$ cat config.mk
export PLATFORM = sky130hd
export DESIGN_NAME = mem_port_arbiter
export DESIGN_NICKNAME = d
export VERILOG_FILES = /design/src/rtl/mem_port_arbiter_pkg.sv /design/src/rtl/arb_streak_ctr.sv /design/src/rtl/mem_port_arbiter.sv
export SDC_FILE = /design/constraint.sdc
export NUM_CORES = 1
export LEC_CHECK = 0
export BUFFER_PORTS_ARGS = -buffer_cell sky130_fd_sc_hd__buf_2
export CORE_AREA = 2 2 106 108
export CTS_CLUSTER_DIAMETER = 40
export CTS_CLUSTER_SIZE = 8
export DETAILED_ROUTE_END_ITERATION = 7
export DIE_AREA = 0 0 108 110
export GPL_ROUTABILITY_DRIVEN = 1
export HOLD_SLACK_MARGIN = 0.08
export PLACE_DENSITY = 0.68
export SLEW_MARGIN = 20
export SYNTH_ARGS = -nofsm -noshare
export SYNTH_HDL_FRONTEND = slang
export SYNTH_SLANG_ARGS = --single-unit
$ cat constraint.sdc
create_clock -name msriscv32_mp_clk_in -period 4.7 [get_ports msriscv32_mp_clk_in]
set_input_delay 1.175 -clock msriscv32_mp_clk_in [delete_from_list [all_inputs] [get_ports msriscv32_mp_clk_in]]
set_output_delay 1.175 -clock msriscv32_mp_clk_in [all_outputs]
set_load 0.01 [all_outputs]
$ cat src/rtl/mem_port_arbiter_pkg.sv
// Shared encodings for the I/D memory port arbiter: AHB transfer/size codes
// and the data-phase owner encoding.
package mem_port_arbiter_pkg;

   localparam logic [1:0] HTRANS_IDLE   = 2'b00;
   localparam logic [1:0] HTRANS_NONSEQ = 2'b10;

   localparam logic [2:0] HSIZE_BYTE = 3'b000;
   localparam logic [2:0] HSIZE_HALF = 3'b001;
   localparam logic [2:0] HSIZE_WORD = 3'b010;

   typedef enum logic [1:0] {
      OWN_NONE = 2'b00,
      OWN_I    = 2'b01,
      OWN_D    = 2'b10
   } owner_e;

endpackage

$ cat src/rtl/arb_streak_ctr.sv
// Saturating count of D address phases granted while I is waiting;
// force_i_out tells the arbiter the next grant must go to I.
module arb_streak_ctr #(
   parameter int unsigned MAX_D_STREAK = 4
) (
   input  logic clk,
   input  logic rst,
   input  logic i_req_in,
   input  logic d_acc_in,
   input  logic i_acc_in,
   output logic force_i_out
);

   localparam int unsigned CW = $clog2(MAX_D_STREAK + 1);
   localparam logic [CW-1:0] MAX_C = CW'(MAX_D_STREAK);

   logic [CW-1:0] cnt_q, cnt_d;

   always_comb begin
      cnt_d = cnt_q;
      if (!i_req_in || i_acc_in) begin
         cnt_d = '0;
      end else if (d_acc_in && (cnt_q != MAX_C)) begin
         cnt_d = cnt_q + 1'b1;
      end
   end

   always_ff @(posedge clk) begin
      if (rst) begin
         cnt_q <= '0;
      end else begin
         cnt_q <= cnt_d;
      end
   end

   assign force_i_out = (cnt_q == MAX_C);

endmodule

$ cat src/rtl/mem_port_arbiter.sv
// Shares one AHB-lite master port between instruction fetch (I) and
// load/store (D), pipelining address phases and routing completions.
module mem_port_arbiter
   import mem_port_arbiter_pkg::*;
#(
   parameter int unsigned MAX_D_STREAK = 4,
   parameter int unsigned ADDR_W       = 32
) (
   input  logic              msriscv32_mp_clk_in,
   input  logic              msriscv32_mp_rst_in,
   input  logic              i_req_in,
   input  logic [ADDR_W-1:0] i_addr_in,
   output logic [31:0]       i_rdata_out,
   output logic              i_ready_out,
   output logic              i_err_out,
   input  logic              d_req_in,
   input  logic              d_wr_in,
   input  logic [ADDR_W-1:0] d_addr_in,
   input  logic [1:0]        d_size_in,
   input  logic [31:0]       d_wdata_in,
   output logic [31:0]       d_rdata_out,
   output logic              d_ready_out,
   output logic              d_err_out,
   output logic [ADDR_W-1:0] haddr_out,
   output logic [1:0]        htrans_out,
   output logic              hwrite_out,
   output logic [2:0]        hsize_out,
   output logic [31:0]       hwdata_out,
   input  logic [31:0]       hrdata_in,
   input  logic              hready_in,
   input  logic              hresp_in
);

   owner_e      dp_owner_q, dp_owner_d;
   owner_e      ap_owner_q, ap_owner_d;
   owner_e      grant, ap_owner;
   logic        ap_hold_q, ap_hold_d;
   logic [31:0] wdata_q, wdata_d;
   logic        i_elig, d_elig, err_phase, i_acc, d_acc, force_i;

   arb_streak_ctr #(
      .MAX_D_STREAK(MAX_D_STREAK)
   ) u_streak (
      .clk        (msriscv32_mp_clk_in),
      .rst        (msriscv32_mp_rst_in),
      .i_req_in   (i_req_in),
      .d_acc_in   (d_acc),
      .i_acc_in   (i_acc),
      .force_i_out(force_i)
   );

   always_comb begin
      i_elig = i_req_in && (dp_owner_q != OWN_I);
      d_elig = d_req_in && (dp_owner_q != OWN_D);
      if (d_elig && !(i_elig && force_i)) begin
         grant = OWN_D;
      end else if (i_elig) begin
         grant = OWN_I;
      end else begin
         grant = OWN_NONE;
      end
      // Both error cycles idle the bus; this also drops any held address phase.
      err_phase  = hresp_in && (dp_owner_q != OWN_NONE);
      ap_owner   = err_phase ? OWN_NONE : (ap_hold_q ? ap_owner_q : grant);
      i_acc      = hready_in && (ap_owner == OWN_I);
      d_acc      = hready_in && (ap_owner == OWN_D);
      dp_owner_d = hready_in ? ap_owner : dp_owner_q;
      ap_hold_d  = !hready_in && (ap_owner != OWN_NONE);
      ap_owner_d = ap_owner;
      wdata_d    = (d_acc && d_wr_in) ? d_wdata_in : wdata_q;
   end

   always_ff @(posedge msriscv32_mp_clk_in) begin
      if (msriscv32_mp_rst_in) begin
         dp_owner_q <= OWN_NONE;
         ap_owner_q <= OWN_NONE;
         ap_hold_q  <= 1'b0;
         wdata_q    <= '0;
      end else begin
         dp_owner_q <= dp_owner_d;
         ap_owner_q <= ap_owner_d;
         ap_hold_q  <= ap_hold_d;
         wdata_q    <= wdata_d;
      end
   end

   always_comb begin
      htrans_out  = HTRANS_IDLE;
      haddr_out   = '0;
      hwrite_out  = 1'b0;
      hsize_out   = HSIZE_WORD;
      hwdata_out  = '0;
      i_ready_out = 1'b0;
      i_err_out   = 1'b0;
      i_rdata_out = '0;
      d_ready_out = 1'b0;
      d_err_out   = 1'b0;
      d_rdata_out = '0;
      if (!msriscv32_mp_rst_in) begin
         case (ap_owner)
            OWN_I: begin
               htrans_out = HTRANS_NONSEQ;
               haddr_out  = i_addr_in;
            end
            OWN_D: begin
               htrans_out = HTRANS_NONSEQ;
               haddr_out  = d_addr_in;
               hwrite_out = d_wr_in;
               hsize_out  = {1'b0, d_size_in};
            end
            default: ;
         endcase
         if (dp_owner_q == OWN_D) begin
            hwdata_out = wdata_q;
         end
         i_ready_out = hready_in && (dp_owner_q == OWN_I);
         d_ready_out = hready_in && (dp_owner_q == OWN_D);
         i_err_out   = i_ready_out && hresp_in;
         d_err_out   = d_ready_out && hresp_in;
         i_rdata_out = i_ready_out ? hrdata_in : '0;
         d_rdata_out = d_ready_out ? hrdata_in : '0;
      end
   end

endmodule

# [Word level (Yosys, flattened, before mapping)]
# Index checks and enable logic that the tools add are counted.
[totals] regBits=40
[op_classes] eq_ne=8 n_addsub=1 mux=22 reduce_logical=22
[op_table] operator="$mux 32" n=7
[op_table] operator="$pmux 32 s2" n=1
[op_table] operator="$logic_and 1x1->1" n=14
[op_table] operator="$mux 2" n=7
[op_table] operator="$mux 1" n=7
[op_table] operator="$eq 2x1->1 const B" n=2
[op_table] operator="$eq 2x2->1 const B" n=2
[op_table] operator="$reduce_bool 2->1" n=2
[op_table] operator="$reduce_or 2->1" n=2
[op_table] operator="$add 3x1->3 const B" n=1
[op_table] operator="$eq 3x3->1 const B" n=1
[op_table] operator="$logic_not 1->1" n=3
[op_table] operator="$ne 3x3->1 const B" n=1
[op_table] operator="$ne 2x1->1 const B" n=1
[op_table] operator="$ne 2x2->1 const B" n=1
[op_table] operator="$logic_or 1x1->1" n=1

# [Longest topological paths before layout]
# Gate-level depths: netlist (run 1).
[logic_depth] ltp_word=12 mapped_depth=12 ltp_nobuf=9

# [Cells and area by module]
# A second synthesis (run 1) with hierarchy kept.
[unflattened] cells_unflattened=390 area_unflattened_um2=2758.9
[modules_own_cells] module="mem_port_arbiter" n_inst=1 cells_each=371 area_each_um2=2552.4 seq_area_each_um2=740.7
[modules_own_cells] module="arb_streak_ctr" n_inst=1 cells_each=19 area_each_um2=206.4 seq_area_each_um2=60.1

# [Least setup slack after synthesis (run 1)]
# No wires, ideal clock.
[synth_path] kind="input to output" start="in i_req_in" end="out haddr_out[10]" t_arrival_ns=2.903 slack_ns=0.622 path_buffers=2 required_ns=3.525 stages=8 path_cell_list="inv_1 > o311a_1 > o21ai_0 > ha_1 > or2_2 > clkbuf_1 > clkbuf_1 > nor2_1"
[synth_via] elab_chain_cells=10
[synth_rtl] element="from (decl)" line="mem_port_arbiter.sv:11" rtl="input logic i_req_in,"
[synth_rtl] element="$logic_and 1x1->1 (*)" line="mem_port_arbiter.sv:53" rtl="i_elig = i_req_in && (dp_owner_q != OWN_I);"
[synth_rtl] element="$logic_and 1x1->1" line="mem_port_arbiter.sv:55" rtl="if (d_elig && !(i_elig && force_i)) begin"
[synth_rtl] element="$logic_not 1->1" line="mem_port_arbiter.sv:55"
[synth_rtl] element="$logic_and 1x1->1" line="mem_port_arbiter.sv:55"
[synth_rtl] element="$mux 2 (*)" line="mem_port_arbiter.sv:55"
[synth_rtl] element="$mux 2 (*) (2 in a row)" line="mem_port_arbiter.sv:64" rtl="ap_owner = err_phase ? OWN_NONE : (ap_hold_q ? ap_owner_q : grant);"
[synth_rtl] element="$eq 2x2->1 / $eq 2x1->1 (equally long branches)" line="mem_port_arbiter.sv:100" rtl="case (ap_owner)"
[synth_rtl] element="$pmux 32 s2 (*)" line="mem_port_arbiter.sv:100"
[synth_rtl] element="$mux 32 (*)" line="mem_port_arbiter.sv:99" rtl="if (!msriscv32_mp_rst_in) begin"
[synth_rtl] element="to (decl)" line="mem_port_arbiter.sv:24" rtl="output logic [ADDR_W-1:0] haddr_out,"
# Mark *: on every way between the ends. The rest lies on a longest branch, timed or not.

# [Worst setup path in the final report (run 1)]
[layout_path] start="in i_req_in" end="out haddr_out[7]"
# The elaborated chain is that of the path after synthesis.

==> results of run 1 <==
final timing paths:
path                                                      from                        to  slack [ps]  cells after the start
worst max register to register  u_streak.cnt_q[0]$_SDFFE_PP0P_  wdata_q[18]$_SDFFE_PP0P_        2020                     10
worst min register to register        wdata_q[12]$_SDFFE_PP0P_  wdata_q[12]$_SDFFE_PP0P_         450                      2
worst min-delay path                  wdata_q[12]$_SDFFE_PP0P_  wdata_q[12]$_SDFFE_PP0P_         450                      2
worst max-delay path                                  i_req_in              haddr_out[7]         350                      8
metal layers:
| metal | global-route usage | vias to the layer above | wire [um] |
|---|---|---|---|
| met2 | 0.270 | 152 | 5100 |
| met5 | 0 | - | 0 |
| met3 | 0.0206 | 7 | 653 |
| li1 | - | 1776 | - |
| met4 | 0.0412 | 0 | 107 |
| met1 | 0.180 | 1565 | 4000 |
layout by cell type, fill, tap and decap left out, types with 7 or more instances in the layout:
master,instances
buf_2,272
buf_4,8
a22oi_1,32
dfxtp_1,40
and2_1,102
clkbuf_8,7
nor2_1,35
nand2_1,69
a21oi_1,36
Yosys cell counts, drive strengths merged:
cell	count	area, um2
and2	102	638
nand2	69	259
dfxtp	40	801
a21oi	36	180
nor2	35	131
a22oi	32	240
clkbuf	26	97.6
buf	8	45.0
ha	5	62.6
inv	5	18.8
nand2b	4	25.0
o21ai	4	20.0
nor2b	3	18.8
nor3	3	15.0
nor4	3	18.8
o31ai	3	22.5
or3	3	18.8
a211o	1	8.76
and3	1	6.26
conb	1	3.75
nand3	1	5.00
nand4	1	6.26
nor3b	1	12.5
o21a	1	7.51
o311a	1	10.0
o31a	1	8.76
or2	1	6.26
power by group through the flow:
| stage | Sequential [W] | Combinational [W] | Clock, W |
|---|---|---|---|
| 2_1_floorplan | 0.000364 | 0.000129 | 0 |
| 3_3_place_gp | 0.000365 | 0.000234 | 0 |
| 3_5_place_dp | 0.000365 | 0.000235 | 0 |
| 4_1_cts | 0.000357 | 0.000236 | 0.000319 |
| 5_1_grt | 0.000359 | 0.000261 | 0.000330 |
| 6_report | 0.000357 | 0.000234 | 0.000304 |
cell type report:
class	instances	area share
Multi-Input combinational cell	313	0.405
Timing Repair Buffer	280	0.332
Sequential cell	40	0.187
Tap cell	140	0.0410
Clock buffer	7	0.0225
Clock inverter	1	0.00702
Inverter	5	0.00439
Antenna cell	1	0.000585
cells by family after synthesis:
kind of cell | Yosys count
buffers and inverters | 39
adders and majority gates | 5
DFF | 40
AOI/OAI and AO/OA | 79
and+or+nand+nor | 227
other | 1
stage by stage:
step / hold slack [ps] / instance area [um2] / std cells / setup WS [ps] / util
CTS: 455 / 4270 / 786 / 360 / 0.399
floorplan: 432 / 2690 / 392 / 622 / -
detailed placement: 443 / 4150 / 778 / 373 / 0.387
global route: 469 / 4280 / 787 / 207 / 0.400
global placement: 438 / 4150 / 778 / 399 / 0.387
finish: 449 / 4280 / 787 / 345 / 0.400
worst min-delay path, stage by stage, from the launching register on:
cell	delay, ps
dfxtp_1	310
nand2_1	50
a21oi_1	50
state kept, by name, indices dropped and copies added (netlist names):
register        count
u_streak.cnt_q      3
wdata_q            32
ap_owner_q          2
ap_hold_q           1
dp_owner_q          2
==> impl_metrics.ini, run 1 <==
[outcome]
status = finished clean

[power_and_ir_drop]
clockPowerShare = 0.340
power.total_w = 0.000896
p_leak_nw = 2.31
power.internal_w = 0.000644
p_seq_frac = 0.399
comb_power_share = 0.261
power.switching_w = 0.000252
netSwitchingFraction = 0.281
cellPowerDensity_nw_per_um2 = 209
peakVddDrop_uv = 126

[synth]
synth_simple_gate_area_share = 0.432
syn_inst = 391
ys_seq_area_frac = 0.298
ys_types = 28
ys_warn_count = 0
synthAdderAreaFrac = 0.0233
ys_ff_latch = 40
synthMuxAreaShare = 0
synth-xor-area-share = 0
avgSynthCellArea_um2 = 6.87
synth_top_family_by_area = simple AND/OR/NAND/NOR gates
synthesis.area_um2 = 2690
synth-compound-area-share = 0.185

[final_layout]
fin_nets = 787
drive_gt1_frac = 0.450
multi_input_area_um2 = 1730
seq_area_um2 = 801
syn_to_final_growth_pct = 59.1
fillers = 1159

[sta]
rsz0062_at_grt = no
slew_headroom = 0.601
finalSetupTns_ps = 0
max_freq_mhz = 230
min_period_ps = 4350
min_period_over_period = 0.927
setup_viol = 0
tightest_slew_ps = 598
hold_viol_final = 0
slew_viol_final = 0
clock_skew_ps = 8.00

[clock_network]
h-tree-depth = 2
clock-sinks = 40
post-cts-setup-buffers = 0
cts_tree = yes
numCtsBuffers = 5
cts_resized = 0
ctsHoldBuffers = 0
cts.path.max_buffers = 2
clock_latency_ps = 290
cts_root_buf = clkbuf_8
path_clk_slew_ps = 70

[setup_path]
worstPathCellList = buf_2, inv_1, o311a_1, o21ai_0, ha_1, or2_2, nor2_1, buf_2
critPathMaxFanout = 33
cp.arrival_ps = 3180
timing.critical_path.mode_cell = buf_2
cpPeakStageDelay_ps = 520
worstSetupStartpointType = primary input
critical_path.top_delay_family = compound AO/OA/AOI/OAI gates
path_buf_inv = 3
worstSetupPathType = in -> out
critPathCaptureType = output port
slowest_stage = or2_2
required_ps = 3520

[die]
initial_core_util = 0.251
io_pins = 275
die_h_um = 110
die_area_um2 = 11900
core-area_um2 = 10700
dieWidth_um = 108
rows = 38

[placed_design]
io_buffers = 272
dp_hpwl_mm = 7.87
gp_congestion = 0.898

[detailed_routing]
drt_first_pass_iters = 4
vias = 3500
drtIter0Drc = 186
vias_per_cell = 4.45
drt-total-wl_mm = 9.86
ant_nets = 0
wl_per_cell_um = 12.5
remaining_drc_errors = 0

[grt]
grt_pass1_wl_mm = 14.1
grt-ovfl-total = 0
grt_antenna_before_repair = 1
grt_pass1_vias = 3043
grtUsageTotal = 0.147
grt_max_degree = 35

[job]
cap_violations = 0

[worst_hold_path]
hold_class = reg -> reg
No activity file was read; power rests on OpenSTA's default activity.
==> run 2, diff against run 1 <==
--- a/config.mk
+++ b/config.mk
@@ -5,7 +5,7 @@
 export SDC_FILE = /design/constraint.sdc
 export NUM_CORES = 1
 export LEC_CHECK = 0
-export BUFFER_PORTS_ARGS = -buffer_cell sky130_fd_sc_hd__buf_2
+export BUFFER_PORTS_ARGS = -buffer_cell sky130_fd_sc_hd__clkbuf_2
 export CORE_AREA = 2 2 106 108
 export CTS_CLUSTER_DIAMETER = 40
 export CTS_CLUSTER_SIZE = 8
@@ -13,7 +13,7 @@
 export DIE_AREA = 0 0 108 110
 export GPL_ROUTABILITY_DRIVEN = 1
 export HOLD_SLACK_MARGIN = 0.08
-export PLACE_DENSITY = 0.68
+export PLACE_DENSITY_LB_ADDON = 0.08
 export SLEW_MARGIN = 20
 export SYNTH_ARGS = -nofsm -noshare
 export SYNTH_HDL_FRONTEND = slang
==> run 2 against run 1 <==
Net effect: global-route usage rose by 0.61 points; die area did not move; clock skew fell by 3.4 ps; clock-buffer cell count rose by 1; final cell count did not move; hold slack barely moved; largest cell class unchanged.
==> impl_metrics.ini, run 2 (same netlist as run 1, synthesis figures left out) <==
[power_and_ir_drop]
power.internal_w = 0.000577
p_leak_nw = 2.20
power.total_w = 0.000826
netSwitchingFraction = 0.301
peakVddDrop_uv = 118
clockPowerShare = 0.282
comb_power_share = 0.285
power.switching_w = 0.000249
cellPowerDensity_nw_per_um2 = 194
p_seq_frac = 0.433

[setup_path]
worstPathCellList = clkbuf_2, inv_1, o311a_1, o21ai_0, ha_1, or2_2, nor2_1, clkbuf_2
cpPeakStageDelay_ps = 510
timing.critical_path.mode_cell = clkbuf_2
cp.arrival_ps = 3130
worstSetupPathType = in -> out
worstSetupStartpointType = primary input
critPathCaptureType = output port
required_ps = 3520
critPathMaxFanout = 33
reg2reg_slack_ps = 2130
slowest_stage = or2_2

[sta]
tightest_slew_ps = 597
finalSetupTns_ps = 0
hold_viol_final = 0
slew_viol_final = 0
max_freq_mhz = 232
rsz0062_at_grt = no
clock_skew_ps = 4.56
min_period_over_period = 0.917
setup_viol = 0
min_period_ps = 4310
slew_headroom = 0.602

[die]
dieWidth_um = 108
core-area_um2 = 10700
die_h_um = 110
io_pins = 275
die_area_um2 = 11900
initial_core_util = 0.251
rows = 38

[grt]
grt_pass1_wl_mm = 14.8
grt_pass1_vias = 3224
grt_antenna_before_repair = 0
grtUsageTotal = 0.153
grt-ovfl-total = 0
grt_max_degree = 37

[detailed_routing]
drtIter0Drc = 130
wl_per_cell_um = 12.8
vias = 3533
drt_first_pass_iters = 4
drt-total-wl_mm = 10.1
vias_per_cell = 4.49
remaining_drc_errors = 0
ant_nets = 0

[clock_network]
numCtsBuffers = 5
cts.path.max_buffers = 2
cts_root_buf = clkbuf_8
post-cts-setup-buffers = 0
h-tree-depth = 2
clock-sinks = 40
ctsHoldBuffers = 0
clock_latency_ps = 290
cts_resized = 0
cts_tree = yes
path_clk_slew_ps = 70

[final_layout]
drive_gt1_frac = 0.450
largest_reg_flops = 32
syn_to_final_growth_pct = 58.0
regMostFlops = wdata_q
top_regs = wdata_q: 32 flops, u_streak.cnt_q: 3 flops
antenna_cells = 0
fin_nets = 788
layout_commonest_cell = clkbuf_2
post-route-util = 0.397
most-common-layout-cells = clkbuf_2, and2_1, nand2_1, dfxtp_1, a21oi_1

[placed_design]
io_buffers = 272
gp_congestion = 0.762
dp_hpwl_mm = 7.92

[outcome]
status = finished clean

[job]
cap_violations = 0

[worst_hold_path]
hold_class = reg -> reg
run 2: cell count changes in the layout (fill, tap and decap cells not counted), sizes merged:
cell | previous run | this run
clkbuf | 7 | 280
buf | 280 | 9
bufinv | 1 | 0
diode | 1 | 0
run 2: per-stage QoR:
| stage | instances | area, um2 | setup slack, ps | hold WS [ps] |
|---|---|---|---|---|
| after floorplan | 392 | 2690 | 622 | 432 |
| after global routing | 787 | 4250 | 187 | 475 |
| after detailed placement | 779 | 4160 | 394 | 444 |
| after CTS | 787 | 4250 | 391 | 455 |
| after global placement | 779 | 4160 | 478 | 438 |
| final | 787 | 4250 | 390 | 449 |
run 2: worst paths after layout:
check,startpoint,endpoint,cells after the start
setup reg to reg,u_streak.cnt_q[0]$_SDFFE_PP0P_,wdata_q[16]$_SDFFE_PP0P_,10
setup / recovery,i_req_in,haddr_out[28],8
hold / removal,wdata_q[21]$_SDFFE_PP0P_,wdata_q[21]$_SDFFE_PP0P_,2
hold reg to reg,wdata_q[21]$_SDFFE_PP0P_,wdata_q[21]$_SDFFE_PP0P_,2
run 2: worst max-delay path, delay by kind of cell:
| kind | cells | cell delay, ps |
|---|---|---|
| compound gates | 2 | 690 |
| buf+inv | 3 | 280 |
| fa+ha+maj | 1 | 270 |
| simple gates | 2 | 700 |
run 2: area by class of cell:
cell class	count	area [um2]
fillers	1202	6450
multi-input cells	313	1730
repair buffers	281	1430
flip-flops and latches	40	801
well taps	140	175
clock buffers	8	90.1
inverters	5	18.8
run 2: power by group through the flow:
| stage | combinational, W | clock, W | sequential (W) |
|---|---|---|---|
| 2_1_floorplan | 0.000129 | 0 | 0.000364 |
| 3_3_place_gp | 0.000236 | 0 | 0.000365 |
| 3_5_place_dp | 0.000237 | 0 | 0.000366 |
| 4_1_cts | 0.000238 | 0.000248 | 0.000358 |
| 5_1_grt | 0.000265 | 0.000261 | 0.000360 |
| 6_report | 0.000236 | 0.000233 | 0.000358 |
run 2: layer usage:
layer | up-vias | wire, um | track usage
li1 | 1784 | - | -
met1 | 1582 | 4030 | 0.182
met2 | 157 | 5120 | 0.279
met3 | 10 | 789 | 0.0335
met4 | 0 | 123 | 0.0421
met5 | - | 0 | 0
==> run 3, diff against run 2 <==
--- a/config.mk
+++ b/config.mk
@@ -14,6 +14,7 @@
 export GPL_ROUTABILITY_DRIVEN = 1
 export HOLD_SLACK_MARGIN = 0.08
 export PLACE_DENSITY_LB_ADDON = 0.08
+export RECOVER_POWER = 25
 export SLEW_MARGIN = 20
 export SYNTH_ARGS = -nofsm -noshare
 export SYNTH_HDL_FRONTEND = slang
==> run 3 against run 2 <==
Net effect: final cell count unchanged; global-route usage unchanged; routed wire length fell by 0.12%; sequential power hardly changed; worst setup slack about the same; clock skew about the same; die area did not move; clock power about the same; register-to-register slack worse by 770 ps.
==> impl_metrics.ini, run 3 (same netlist as run 1, synthesis figures left out) <==
[outcome]
status = finished clean

[power_and_ir_drop]
clockPowerShare = 0.283
comb_power_share = 0.283
netSwitchingFraction = 0.302
peakVddDrop_uv = 118
power.internal_w = 0.000575
power.total_w = 0.000824
power.switching_w = 0.000249
cellPowerDensity_nw_per_um2 = 195
p_leak_nw = 2.18
p_seq_frac = 0.434

[final_layout]
syn_to_final_growth_pct = 57.3
layout_commonest_cell = clkbuf_2
final_cell_count_no_fill = 787
antenna_cells = 0
top_regs = wdata_q: 32 flops, u_streak.cnt_q: 3 flops
most-common-layout-cells = clkbuf_2, and2_1, nand2_1, dfxtp_1, a21oi_1
drive_gt1_frac = 0.439
fin_nets = 788
regMostFlops = wdata_q
largest_reg_flops = 32

[grt]
grtUsageTotal = 0.153
grt-ovfl-total = 0
grt_pass1_wl_mm = 14.8
grt_max_degree = 37
grt_pass1_vias = 3224
grt_antenna_before_repair = 0

[clock_network]
cts.path.max_buffers = 2
cts_resized = 0
post-cts-setup-buffers = 0
numCtsBuffers = 5
clock_latency_ps = 290
clock-sinks = 40
cts_root_buf = clkbuf_8
h-tree-depth = 2
cts_tree = yes
ctsHoldBuffers = 0
path_clk_slew_ps = 70

[sta]
rsz0062_at_grt = no
slew_viol_final = 0
min_period_over_period = 0.917
setup_viol = 0
max_freq_mhz = 232
slew_headroom = 0.0529
tightest_slew_ps = 1420
finalSetupTns_ps = 0
min_period_ps = 4310
clock_skew_ps = 4.38
hold_viol_final = 0

[setup_path]
worstSetupStartpointType = primary input
worstPathCellList = clkbuf_2, inv_1, o311a_1, o21ai_0, ha_1, or2_2, nor2_1, clkbuf_2
cpPeakStageDelay_ps = 510
critPathMaxFanout = 33
slowest_stage = or2_2
worstSetupPathType = in -> out
timing.critical_path.mode_cell = clkbuf_2
path_buf_inv = 3
required_ps = 3520
cp.arrival_ps = 3140
ff2ff_path_depth = 11
critPathCaptureType = output port
cp.depth = 8
critical_path.top_delay_family = compound AO/OA/AOI/OAI gates

[detailed_routing]
drt-total-wl_mm = 10.0
remaining_drc_errors = 0
ant_nets = 0
wl_per_cell_um = 12.8
drtIter0Drc = 129
wl_met1_mm = 4.04
vias_per_cell = 4.49
drt_first_pass_iters = 4
dr.max_layer_used = met4
vias = 3535
wl_met2_mm = 5.10
wl_met3_um = 779

[worst_hold_path]
worstHoldPathCells = 2
hold_class = reg -> reg

[placed_design]
io_buffers = 272
dp_hpwl_mm = 7.92
gp_congestion = 0.762
placedCellCount = 779

[die]
rows = 38
io_pins = 275
dieWidth_um = 108
die_area_um2 = 11900
core-area_um2 = 10700
die_h_um = 110
initial_core_util = 0.251

[job]
cap_violations = 0
[run 3: cell types whose count changed in the layout (fill, tap and decap cells not counted)]
cell | before | now
and3_1 | 0 | 1
clkbuf_1 | 2 | 8
and3_2 | 1 | 0
clkbuf_2 | 272 | 270
buf_4 | 9 | 5
[run 3: per-layer routing]
layer	track usage	up-vias
met3	0.0335	10
li1	-	1784
met2	0.279	153
met1	0.182	1588
met4	0.0421	0
met5	0	-
[run 3: tightest hold or removal path, stage by stage, from the launching register on]
cell and delay, ps:
dfxtp_1 310, nand2_1 50, a21oi_1 50
[run 3: final timing paths]
check / from / to / slack, ps
hold / removal: wdata_q[21]$_SDFFE_PP0P_ / wdata_q[21]$_SDFFE_PP0P_ / 450
hold reg to reg: wdata_q[21]$_SDFFE_PP0P_ / wdata_q[21]$_SDFFE_PP0P_ / 450
setup reg to reg: u_streak.cnt_q[0]$_SDFFE_PP0P_ / wdata_q[0]$_SDFFE_PP0P_ / 1360
setup / recovery: i_req_in / haddr_out[28] / 390
[run 3: area by class of cell]
class	instances	area, um2
tap	140	175
inverter	5	18.8
multi-input combinational	313	1730
sequential	40	801
timing repair buffer	281	1410
fill	1209	6470
clock buffer	8	90.1
[run 3: through the flow]
| step | area (um2) | utilization | hold slack, ps | setup slack [ps] |
|---|---|---|---|---|
| final | 4230 | 0.395 | 449 | 390 |
| after global routing | 4230 | 0.395 | 475 | 187 |
| after CTS | 4250 | 0.397 | 455 | 391 |
| after detailed placement | 4160 | 0.389 | 444 | 394 |
| after global placement | 4160 | 0.388 | 438 | 478 |
| after floorplan | 2690 | - | 432 | 622 |
[run 3: power groups by stage]
stage | clock network, W | registers [W] | logic (W)
floorplan | 0 | 0.000364 | 0.000129
global placement | 0 | 0.000365 | 0.000236
detailed placement | 0 | 0.000366 | 0.000237
CTS | 0.000248 | 0.000358 | 0.000238
global route | 0.000261 | 0.000360 | 0.000263
finish | 0.000233 | 0.000358 | 0.000234
